`src/rtl/game_round_controller.sv`:
```
// Round sequencer for the binary-counting game: draws LFSR targets, times rounds,
// scores switch guesses and selects what the seven-segment display shows.
module game_round_controller #(
    parameter int TICK_DIV    = 1000,
    parameter int ROUND_TICKS = 10,
    parameter int SHOW_TICKS  = 3,
    parameter int MAX_ROUNDS  = 10
) (
    input  logic       clk,
    input  logic       rst,
    input  logic       start,
    input  logic       submit,
    input  logic [7:0] guess,
    output logic [7:0] disp_value,
    output logic       disp_blank,
    output logic       round_active,
    output logic       correct,
    output logic       game_over,
    output logic [7:0] score
);

    localparam int TCW = $clog2(TICK_DIV);
    localparam logic [TCW-1:0] TICK_LAST = TCW'(TICK_DIV - 1);

    typedef enum logic [2:0] {
        ST_IDLE   = 3'd0,
        ST_NEW    = 3'd1,
        ST_PLAY   = 3'd2,
        ST_RESULT = 3'd3,
        ST_OVER   = 3'd4
    } state_t;

    function automatic logic [7:0] lfsr_next(input logic [7:0] v);
        return {v[6:0], v[7] ^ v[5] ^ v[4] ^ v[3]};
    endfunction

    state_t         state_r, state_s;
    logic [7:0]     lfsr_r;
    logic [7:0]     target_r, target_s;
    logic [7:0]     time_left_r, time_left_s;
    logic [7:0]     rounds_r, rounds_s;
    logic [7:0]     score_r, score_s;
    logic           hit_r, hit_s;
    logic [7:0]     show_r, show_s;
    logic [TCW-1:0] tcnt_r, tcnt_s;
    logic           tick_s;
    logic           correct_s;
    logic [7:0]     disp_value_r, disp_value_s;
    logic           disp_blank_r, disp_blank_s;
    logic           round_active_r, round_active_s;
    logic           correct_r;
    logic           game_over_r, game_over_s;

    // Next-state and datapath updates for the round sequencer
    always_comb begin
        state_s     = state_r;
        target_s    = target_r;
        time_left_s = time_left_r;
        rounds_s    = rounds_r;
        score_s     = score_r;
        hit_s       = hit_r;
        show_s      = show_r;
        correct_s   = 1'b0;
        tick_s      = ((state_r == ST_PLAY) || (state_r == ST_RESULT)) && (tcnt_r == TICK_LAST);
        if ((state_r == ST_PLAY) || (state_r == ST_RESULT)) begin
            tcnt_s = tick_s ? {TCW{1'b0}} : tcnt_r + TCW'(1);
        end else begin
            tcnt_s = tcnt_r;
        end

        case (state_r)
            ST_IDLE: begin
                if (start) begin
                    state_s = ST_NEW;
                end else begin
                    state_s = ST_IDLE;
                end
            end
            ST_NEW: begin
                target_s    = lfsr_r;
                time_left_s = 8'(ROUND_TICKS);
                rounds_s    = rounds_r + 8'd1;
                tcnt_s      = {TCW{1'b0}};
                state_s     = ST_PLAY;
            end
            ST_PLAY: begin
                // A submit takes priority over a tick that would expire the round
                if (submit) begin
                    if (guess == target_r) begin
                        score_s   = (score_r == 8'd255) ? 8'd255 : score_r + 8'd1;
                        hit_s     = 1'b1;
                        correct_s = 1'b1;
                    end else begin
                        hit_s = 1'b0;
                    end
                    tcnt_s  = {TCW{1'b0}};
                    show_s  = 8'd0;
                    state_s = ST_RESULT;
                end else if (tick_s) begin
                    time_left_s = time_left_r - 8'd1;
                    if (time_left_r == 8'd1) begin
                        hit_s   = 1'b0;
                        tcnt_s  = {TCW{1'b0}};
                        show_s  = 8'd0;
                        state_s = ST_RESULT;
                    end else begin
                        state_s = ST_PLAY;
                    end
                end else begin
                    state_s = ST_PLAY;
                end
            end
            ST_RESULT: begin
                if (tick_s) begin
                    if (show_r == 8'(SHOW_TICKS - 1)) begin
                        state_s = (rounds_r == 8'(MAX_ROUNDS)) ? ST_OVER : ST_NEW;
                    end else begin
                        show_s = show_r + 8'd1;
                    end
                end else begin
                    state_s = ST_RESULT;
                end
            end
            ST_OVER: begin
                if (start) begin
                    score_s  = 8'd0;
                    rounds_s = 8'd0;
                    state_s  = ST_NEW;
                end else begin
                    state_s = ST_OVER;
                end
            end
            default: begin
                state_s = ST_IDLE;
            end
        endcase
    end

    // Output decode from next-state values so every output comes straight from a flop
    always_comb begin
        round_active_s = (state_s == ST_PLAY);
        game_over_s    = (state_s == ST_OVER);
        if (state_s == ST_PLAY) begin
            disp_value_s = target_s;
        end else begin
            disp_value_s = score_s;
        end
        // A miss blinks the score: dark on every odd-numbered show tick
        if ((state_s == ST_RESULT) && !hit_s) begin
            disp_blank_s = show_s[0];
        end else begin
            disp_blank_s = 1'b0;
        end
    end

    // State, datapath and output registers with synchronous reset
    always_ff @(posedge clk) begin
        if (rst) begin
            state_r        <= ST_IDLE;
            lfsr_r         <= 8'h01;
            target_r       <= 8'd0;
            time_left_r    <= 8'd0;
            rounds_r       <= 8'd0;
            score_r        <= 8'd0;
            hit_r          <= 1'b0;
            show_r         <= 8'd0;
            tcnt_r         <= {TCW{1'b0}};
            disp_value_r   <= 8'd0;
            disp_blank_r   <= 1'b0;
            round_active_r <= 1'b0;
            correct_r      <= 1'b0;
            game_over_r    <= 1'b0;
        end else begin
            state_r        <= state_s;
            lfsr_r         <= lfsr_next(lfsr_r);
            target_r       <= target_s;
            time_left_r    <= time_left_s;
            rounds_r       <= rounds_s;
            score_r        <= score_s;
            hit_r          <= hit_s;
            show_r         <= show_s;
            tcnt_r         <= tcnt_s;
            disp_value_r   <= disp_value_s;
            disp_blank_r   <= disp_blank_s;
            round_active_r <= round_active_s;
            correct_r      <= correct_s;
            game_over_r    <= game_over_s;
        end
    end

    assign disp_value   = disp_value_r;
    assign disp_blank   = disp_blank_r;
    assign round_active = round_active_r;
    assign correct      = correct_r;
    assign game_over    = game_over_r;
    assign score        = score_r;

endmodule

```
`config.mk`:
```
export PLATFORM = sky130hd
export DESIGN_NAME = game_round_controller
export DESIGN_NICKNAME = d
export VERILOG_FILES = /design/src/rtl/game_round_controller.sv
export SDC_FILE = /design/constraint.sdc
export NUM_CORES = 1
export LEC_CHECK = 0
export CORE_MARGIN = 1
export CORE_UTILIZATION = 53
export DETAILED_ROUTE_END_ITERATION = 7
export HOLD_SLACK_MARGIN = 0.02
export PLACE_DENSITY = 0.75
export REMOVE_ABC_BUFFERS = 1
export SLEW_MARGIN = 10
export SYNTH_ARGS = -nofsm -noshare
export SYNTH_HDL_FRONTEND = slang
export SYNTH_SLANG_ARGS = --single-unit
```
`constraint.sdc`:
```
create_clock -name clk -period 3 [get_ports clk]
set_clock_uncertainty 0.2 [all_clocks]
set_input_delay 0.3 -clock clk [delete_from_list [all_inputs] [get_ports clk]]
set_output_delay 0.3 -clock clk [all_outputs]
set_load 0.005 [all_outputs]
```
==> results of run 1 <==
layout by cell type (no fill, tap or decap), types with 9 or more instances in the layout:
cell             instances
dfxtp_1                 74
clkdlybuf4s50_1         31
nor3_1                  10
nand3_1                 12
clkbuf_8                11
xnor2_1                  9
a21oi_1                 20
and3_1                  14
nor2b_1                  9
nand2_1                 27
xor2_1                  25
nand4_1                 10
nor2_1                  51
power by group:
| part | internal, mW | switching [mW] |
|---|---|---|
| logic | 0.0958 | 0.122 |
| clock network | 0.348 | 0.368 |
| registers | 1.01 | 0.0259 |
routing by layer:
metal | wire length [um] | share of wire
met1 | 3250 | 0.47
met2 | 3320 | 0.48
met3 | 253 | 0.037
met4 | 38 | 0.0055
met5 | 0 | 0
layout make-up:
cell class	instances	area, um^2	share of cell area
multi-input combinational	275	1790	0.454
inverter	8	30.0	0.00763
clock inverter	5	37.5	0.00954
sequential	74	1480	0.376
tap	75	93.8	0.0238
timing repair buffer	37	355	0.0903
clock buffer	11	151	0.0385
registers in the layout (all words and copies together), names as in the netlist, 3 cells and up:
register,flops
lfsr_r,8
disp_value,8
state_r,3
rounds_r,8
score,8
tcnt_r,10
target_r,8
show_r,8
time_left_r,8
per-stage QoR:
stage / cells / power [mW]
after floorplan: 357 / 1.20
after global routing: 485 / 2.06
after CTS: 485 / 1.99
after global placement: 469 / 1.27
after detailed placement: 469 / 1.27
final: 485 / 1.97
how the worst min path moves through the flow:
stage | cells after the start | to | start
after floorplan | 1 | time_left_r[0]$_SDFFE_PP0P_ | rst
after global placement | 1 | lfsr_r[1]$_SDFF_PP0_ | lfsr_r[0]$_SDFF_PP1_
after detailed placement | 1 | lfsr_r[1]$_SDFF_PP0_ | lfsr_r[0]$_SDFF_PP1_
after CTS | 1 | lfsr_r[3]$_SDFF_PP0_ | lfsr_r[2]$_SDFF_PP0_
after global routing | 1 | lfsr_r[3]$_SDFF_PP0_ | lfsr_r[2]$_SDFF_PP0_
final | 1 | lfsr_r[3]$_SDFF_PP0_ | lfsr_r[2]$_SDFF_PP0_
kinds of logic after synthesis:
kind of cell,count (synthesis),synth area share
and+or+nand+nor,178,0.296
DFF,74,0.442
AOI/OAI and AO/OA,47,0.0925
xor gates and xnor gates,34,0.0888
buffers and inverters,20,0.0257
muxes,8,0.0254
adders and majority gates,8,0.0299
worst max-delay path, delay by kind of cell (launching register included):
kind	cells	cell delay, ps
simple gates	4	1180
mux	1	360
flops	1	350
compound gates	1	160
fa+ha+maj	1	130
buf+inv	1	70
==> out/metrics.cfg, run 1 <==
[global_routing]
antenna_found_initial=0
grt_pass1_wl_um=11000
globalRouteMet1Util=0.273
use_met3=0.0633
grt.busiest_layer=met2
use_met2=0.369
grt_usage=0.220
grt_pass1_vias=2415
grt_max_degree=31
grt_overflow=0

[cells_and_area]
filler_cell_count=528
drive_gt1_frac=0.105
antenna_cells=0
utilization=0.653
final_cell_area_um2=3940
syn_to_final_growth_pct=17.4
nets=425

[floorplanning]
fp.dieH_um=81.5
start_util=0.556
dieWidth_um=81.5
io_pins=32
rows=28
core_area_um2=6030
fp.dieArea_um2=6650

[detailed_routing]
first_pass_iters=5
drt_drc_violations_left=0
wl_per_cell_um=14.1
num_vias=2707
wl_um=6860
ant_nets=0
drt-initial-drc-count=139
via_per_inst=5.58

[status]
status=completed

[synthesis]
synth_area_leader_cell=dfxtp_1
avgSynthCellArea_um2=9.09
synth_edf_count=0
synthArstFlopShare=0
ys_warn_count=0
synth_seq_cells=74
synth_cells=369
synth_area_leaders=dfxtp_1 44%, xor2_1 6.5%, nor2_1 5.7%
yosysMostFrequentCell=dfxtp_1
synth_top_area_frac=0.442
synthFlopType=dfxtp_1
ys_seq_area_frac=0.442
synth_commonest_cells=74 x dfxtp_1, 51 x nor2_1, 27 x nand2_1, 25 x xor2_1, 20 x a21oi_1
netlist_area_um2=3350
ys_types=57

[sta]
worst_pin_slew_ps=657
tns_ps=0
drv_slew=0
fmax_mhz=392
hold_viol=0
rsz0062_at_grt=no
min_period_ps=2550
setup_viol_count_final=0
fin_ws_ps=451
hold_ws_ps=276
fin_crit_sh=0.850
maxSlewHeadroom=0.561

[setup_path]
critPathRequiredTime_ps=3040
crit_path_cell_trace=inv_1 > ha_1 > or4b_1 > nor4_2 > and3_1 > o211ai_2 > nor2_4 > mux2_2
slowest_stage=or4b_1
crit_path_end=disp_value[6]$_SDFF_PP0_
cp_max_fo=8
max_stage_delay_ps=450
arrival_ps=2590
ff2ff_setup_slack_ps=450
crit_path_start=show_r[0]$_SDFF_PP0_
start_kind=flip-flop
end_kind=flip-flop
path_class=reg2reg
rr_startpoint=show_r[0]$_SDFF_PP0_
timing.rr.end=disp_value[6]$_SDFF_PP0_
worstRegToRegCells=8

[clock_network]
cts.sinks=74
insertion_delay_ps=350
h-tree-depth=3
root_buffer=clkbuf_8
post_cts_buffers=0
clk_path_buf_depth=2
cts_made_buffers=9
cts_tree=done
ctsHoldBuffers=0
clkTransAtPathRegs_ps=80
post_cts_resized=0

[placed_design]
gp_congestion=0.809
placed_area_um2=3750
hpwl_um=4920
port_buffers=31
dp_slack_ps=440

[hold_path]
hold_path_class=reg2reg

[power]
power_density_nw_per_um2=501
vdd_ir_drop_max_mv=0.393
power_leakage_nw=1.49

[job]
drv_cap=0

(Power assumes the default switching activity.)
==> run 2: changes to the inputs <==
Settings changed: CORE_UTILIZATION 53 to 51.
Clock period 3 ns to 2 ns, I/O delays scaled along.
==> run 2 against run 1 <==
  * The flow now finishes with violations (setup timing)
  * Non-clock buffer count rose by 78
  * Critical path type unchanged
  * Critical path depth did not move
  * Highest routed layer unchanged
  * Largest power group unchanged
  * Clock-buffer cell count fell by 1
  * Hold slack got worse by 5.9 ps
  * Flip-flop and latch count did not move
==> out/metrics.cfg, run 2 (same netlist as run 1, synthesis figures left out) <==
[status]
status=finished, violations left
violations=setup timing

[cells_and_area]
final_cell_mix=71 x buf_4, 68 x dfxtp_1, 50 x nor2_1
syn_to_final_growth_pct=48.9
drive_gt1_frac=0.345
nets=503
final_common_cell=buf_4
regMostFlops=tcnt_r
antenna_cells=0
largest_reg_flops=10
final_cells=564

[hold_path]
min_from=lfsr_r[2]$_SDFF_PP0_
hold_path_class=reg2reg

[sta]
fmax_mhz=411
worst_pin_slew_ps=649
fin_crit_sh=1.22
fin_ws_ps=-432
min_period_ps=2430
maxSlewHeadroom=0.563
drv_slew=0
rsz0062_at_grt=yes
setup_viol_count_final=33
hold_viol=0

[floorplanning]
dieWidth_um=83.1
io_pins=32
start_util=0.528
core_area_um2=6350
rows=29
fp.dieArea_um2=6900
fp.dieH_um=83.1

[placed_design]
port_buffers=31
dp_slack_ps=-542
hpwl_um=5790
gp_congestion=0.945
place_inst=533

[power]
seqPwrFrac=0.450
power_density_nw_per_um2=691
vdd_ir_drop_max_mv=0.659
clkPwrFrac=0.376
power_leakage_nw=1.99
switchingPower_mw=0.912
p_comb_frac=0.174
switching_share=0.264
p_int_mw=2.54

[detailed_routing]
drt-initial-drc-count=238
wl_um=10000
wl_per_cell_um=17.8
drt_drc_violations_left=0
num_vias=3313
via_per_inst=5.87
first_pass_iters=5
ant_nets=0

[global_routing]
grt_overflow=0
grt_pass1_wl_um=15300
grt_pass1_vias=3230
grt_usage=0.277
grt_max_degree=31
antenna_found_initial=0

[setup_path]
start_kind=flip-flop
crit_path_cell_trace=inv_1 > ha_1 > or4b_4 > nor4_4 > and3_4 > o211ai_4 > nor2_4 > mux2_4
end_kind=flip-flop
arrival_ps=2480
ff2ff_setup_slack_ps=-430
crit_family=simple AND/OR/NAND/NOR gates
cp_max_fo=6
path_class=reg2reg
critPathRequiredTime_ps=2050
rr_startpoint=show_r[0]$_SDFF_PP0_
max_stage_delay_ps=460
crit_path_start=show_r[0]$_SDFF_PP0_
critPathBufInv=1
slowest_stage=or4b_4

[job]
drv_cap=0

[clock_network]
cts_tree=done
clkTransAtPathRegs_ps=80
insertion_delay_ps=360
root_buffer=clkbuf_8
cts.sinks=74
cts_made_buffers=9
h-tree-depth=3
clk_path_buf_depth=2
ctsHoldBuffers=0

-- run 2: layout make-up --
cell class | count | area (um^2)
timing repair buffer | 115 | 1000
fill | 359 | 1360
multi-input combinational | 275 | 2160
inverter | 8 | 30.0
clock buffer | 10 | 138
clock inverter | 5 | 78.8
sequential | 74 | 1490
tap | 77 | 96.3
-- run 2: final timing paths --
check / endpoint / cells past startpoint
worst min-delay path: lfsr_r[3]$_SDFF_PP0_ / 1
worst max register to register: disp_value[3]$_SDFF_PP0_ / 8
worst min register to register: lfsr_r[3]$_SDFF_PP0_ / 1
worst max-delay path: disp_value[3]$_SDFF_PP0_ / 8
-- run 2: through the flow --
stage	power (mW)	area [um^2]	hold slack [ps]	util	TNS (ps)
after floorplan	1.79	3300	69.1	-	-4920
after global placement	2.00	4230	246	0.666	-9600
after detailed placement	2.01	4230	258	0.666	-10950
after CTS	3.36	4770	271	0.752	-6200
after global routing	3.56	4990	283	0.786	-11260
final	3.45	4990	270	0.786	-8840
-- run 2: what timing repair did --
action	in CTS	in global routing
pin swaps	29	17
resized for setup	58	31
endpoints found under the setup margin	38	44
buffers inserted	6	11
-- run 2: power groups by stage --
stage	Sequential, mW	Clock (mW)	Combinational (mW)
after CTS	1.54	1.30	0.522
after global placement	1.57	0	0.428
final	1.55	1.30	0.601
after global routing	1.55	1.36	0.638
after detailed placement	1.58	0	0.438
after floorplan	1.58	0	0.216
-- run 2: layer usage --
metal,vias up,global-route usage,routed length (um)
met4,0,0.114,400
met1,1580,0.321,3930
met5,-,0,0
li1,1524,-,-
met3,45,0.0636,521
met2,164,0.491,5170
==> run 3: changes to the inputs <==
Settings changed: MAX_ROUTING_LAYER set to met4.
==> run 3 against run 2 <==
  * The run still ends with setup timing left
  * Design area decreased by 0.95%
  * Setup slack improved by 43 ps
  * Utilization decreased by 0.75 points
  * Fmax increased by 1.8%
  * Sequential share of layout area increased by 0.26 points
  * First-iteration DRC count decreased by 8.4%
  * Clock-buffer cell count unchanged
  * Cell count increased by 1.1%
  * Combinational power decreased by 5.8%
==> out/metrics.cfg, run 3 (same netlist as run 1, synthesis figures left out) <==
[global_routing]
grt_max_degree=31
grt_overflow=0
antenna_found_initial=0
grt_pass1_vias=3027
grt_pass1_wl_um=14200
grt_usage=0.266

[power]
power_leakage_nw=1.99
power_density_nw_per_um2=668
vdd_ir_drop_max_mv=0.850

[sta]
fmax_mhz=419
fin_ws_ps=-388
worst_pin_slew_ps=464
setup_viol_count_final=31
rsz0062_at_grt=yes
drv_slew=0
fin_crit_sh=1.19
maxSlewHeadroom=0.688
hold_ws_ps=265
hold_viol=0
min_period_ps=2390

[clock_network]
cts_tree=done
h-tree-depth=3
cts.sinks=74
cts_made_buffers=9
root_buffer=clkbuf_8
insertion_delay_ps=360
clk_path_buf_depth=2
clkTransAtPathRegs_ps=80

[placed_design]
placed_area_um2=4210
dp_slack_ps=-486
port_buffers=31
gp_congestion=0.973
hpwl_um=5660
place_inst=531

[hold_path]
hold_path_class=reg2reg

[cells_and_area]
antenna_cells=0
final_cells=570
final_cell_mix=78 x buf_4, 67 x dfxtp_1, 50 x nor2_1
utilization=0.779
drive_gt1_frac=0.343
final_common_cell=buf_4
final_cell_area_um2=4940
syn_to_final_growth_pct=47.5
nets=508
regMostFlops=tcnt_r
largest_reg_flops=10

[floorplanning]
fp.dieH_um=83.1
start_util=0.528
dieWidth_um=83.1
fp.dieArea_um2=6900
core_area_um2=6350
io_pins=32
rows=29

[detailed_routing]
ant_nets=0
drt_drc_violations_left=0
wl_per_cell_um=15.9
num_vias=3160
via_per_inst=5.54
drt-initial-drc-count=218
first_pass_iters=4
wl_um=9080

[setup_path]
max_stage_delay_ps=470
path_class=reg2reg
crit_path_cell_trace=inv_1 > ha_1 > or4b_4 > nor4_4 > and3_4 > o211ai_4 > nor2_4 > mux2_2
critPathRequiredTime_ps=2050
ff2ff_setup_slack_ps=-390
crit_family=simple AND/OR/NAND/NOR gates
slowest_stage=or4b_4
start_kind=flip-flop
end_kind=flip-flop
cp_max_fo=6
arrival_ps=2440
critPathBufInv=1

[status]
violations=setup timing
status=finished, violations left

[job]
drv_cap=0

run 3: changes by cell type in the layout (fill, tap and decap cells not counted), moves of 2 or more:
cell and change:
dfxtp_2 +2, buf_4 +7, mux2_4 -2, mux2_2 +2
a21oi_2 -2
run 3: path summary, 6_finish.rpt:
check                                           from                       end  cells past startpoint
worst min-delay path            lfsr_r[0]$_SDFF_PP1_      lfsr_r[1]$_SDFF_PP0_                      1
worst max register to register  show_r[0]$_SDFF_PP0_  disp_value[2]$_SDFF_PP0_                      8
worst min register to register  lfsr_r[0]$_SDFF_PP1_      lfsr_r[1]$_SDFF_PP0_                      1
worst max-delay path            show_r[0]$_SDFF_PP0_  disp_value[2]$_SDFF_PP0_                      8
run 3: stage by stage:
step / power (mW) / TNS, ps
3_5_place_dp: 2.02 / -11000
6_report: 3.30 / -7480
3_3_place_gp: 2.00 / -9330
5_1_grt: 3.42 / -10090
2_1_floorplan: 1.79 / -4920
4_1_cts: 3.25 / -5980
run 3: metal layers:
layer  share of wire  up-vias  GRT usage
li1                -     1539          -
met1            0.41     1496      0.292
met2            0.51       94      0.467
met3           0.040       31     0.0636
met4           0.036        0     0.0972
met5               0        -          -
run 3: cell type report:
class,instances,area [um^2]
Clock buffer,10,138
Sequential cell,74,1490
Inverter,8,30.0
Fill cell,389,1410
Clock inverter,6,65.1
Multi-Input combinational cell,275,2100
Tap cell,77,96.3
Timing Repair Buffer,120,1030
run 3: what timing repair did:
| item | CTS | global route |
|---|---|---|
| endpoints found under the setup margin | 34 | 42 |
| pin swaps | 22 | 17 |
| cloned | 0 | 0 |
| resized for setup | 40 | 36 |
| buffers inserted | 12 | 11 |
| hold buffers | 0 | 0 |
run 3: report_power, final:
group	leakage, nW	switching [mW]	internal, mW	total (mW)
registers	0.602	0.0323	1.52	1.55
clock network	0.103	0.578	0.612	1.19
logic	1.29	0.285	0.282	0.566
total	1.99	0.895	2.41	3.30
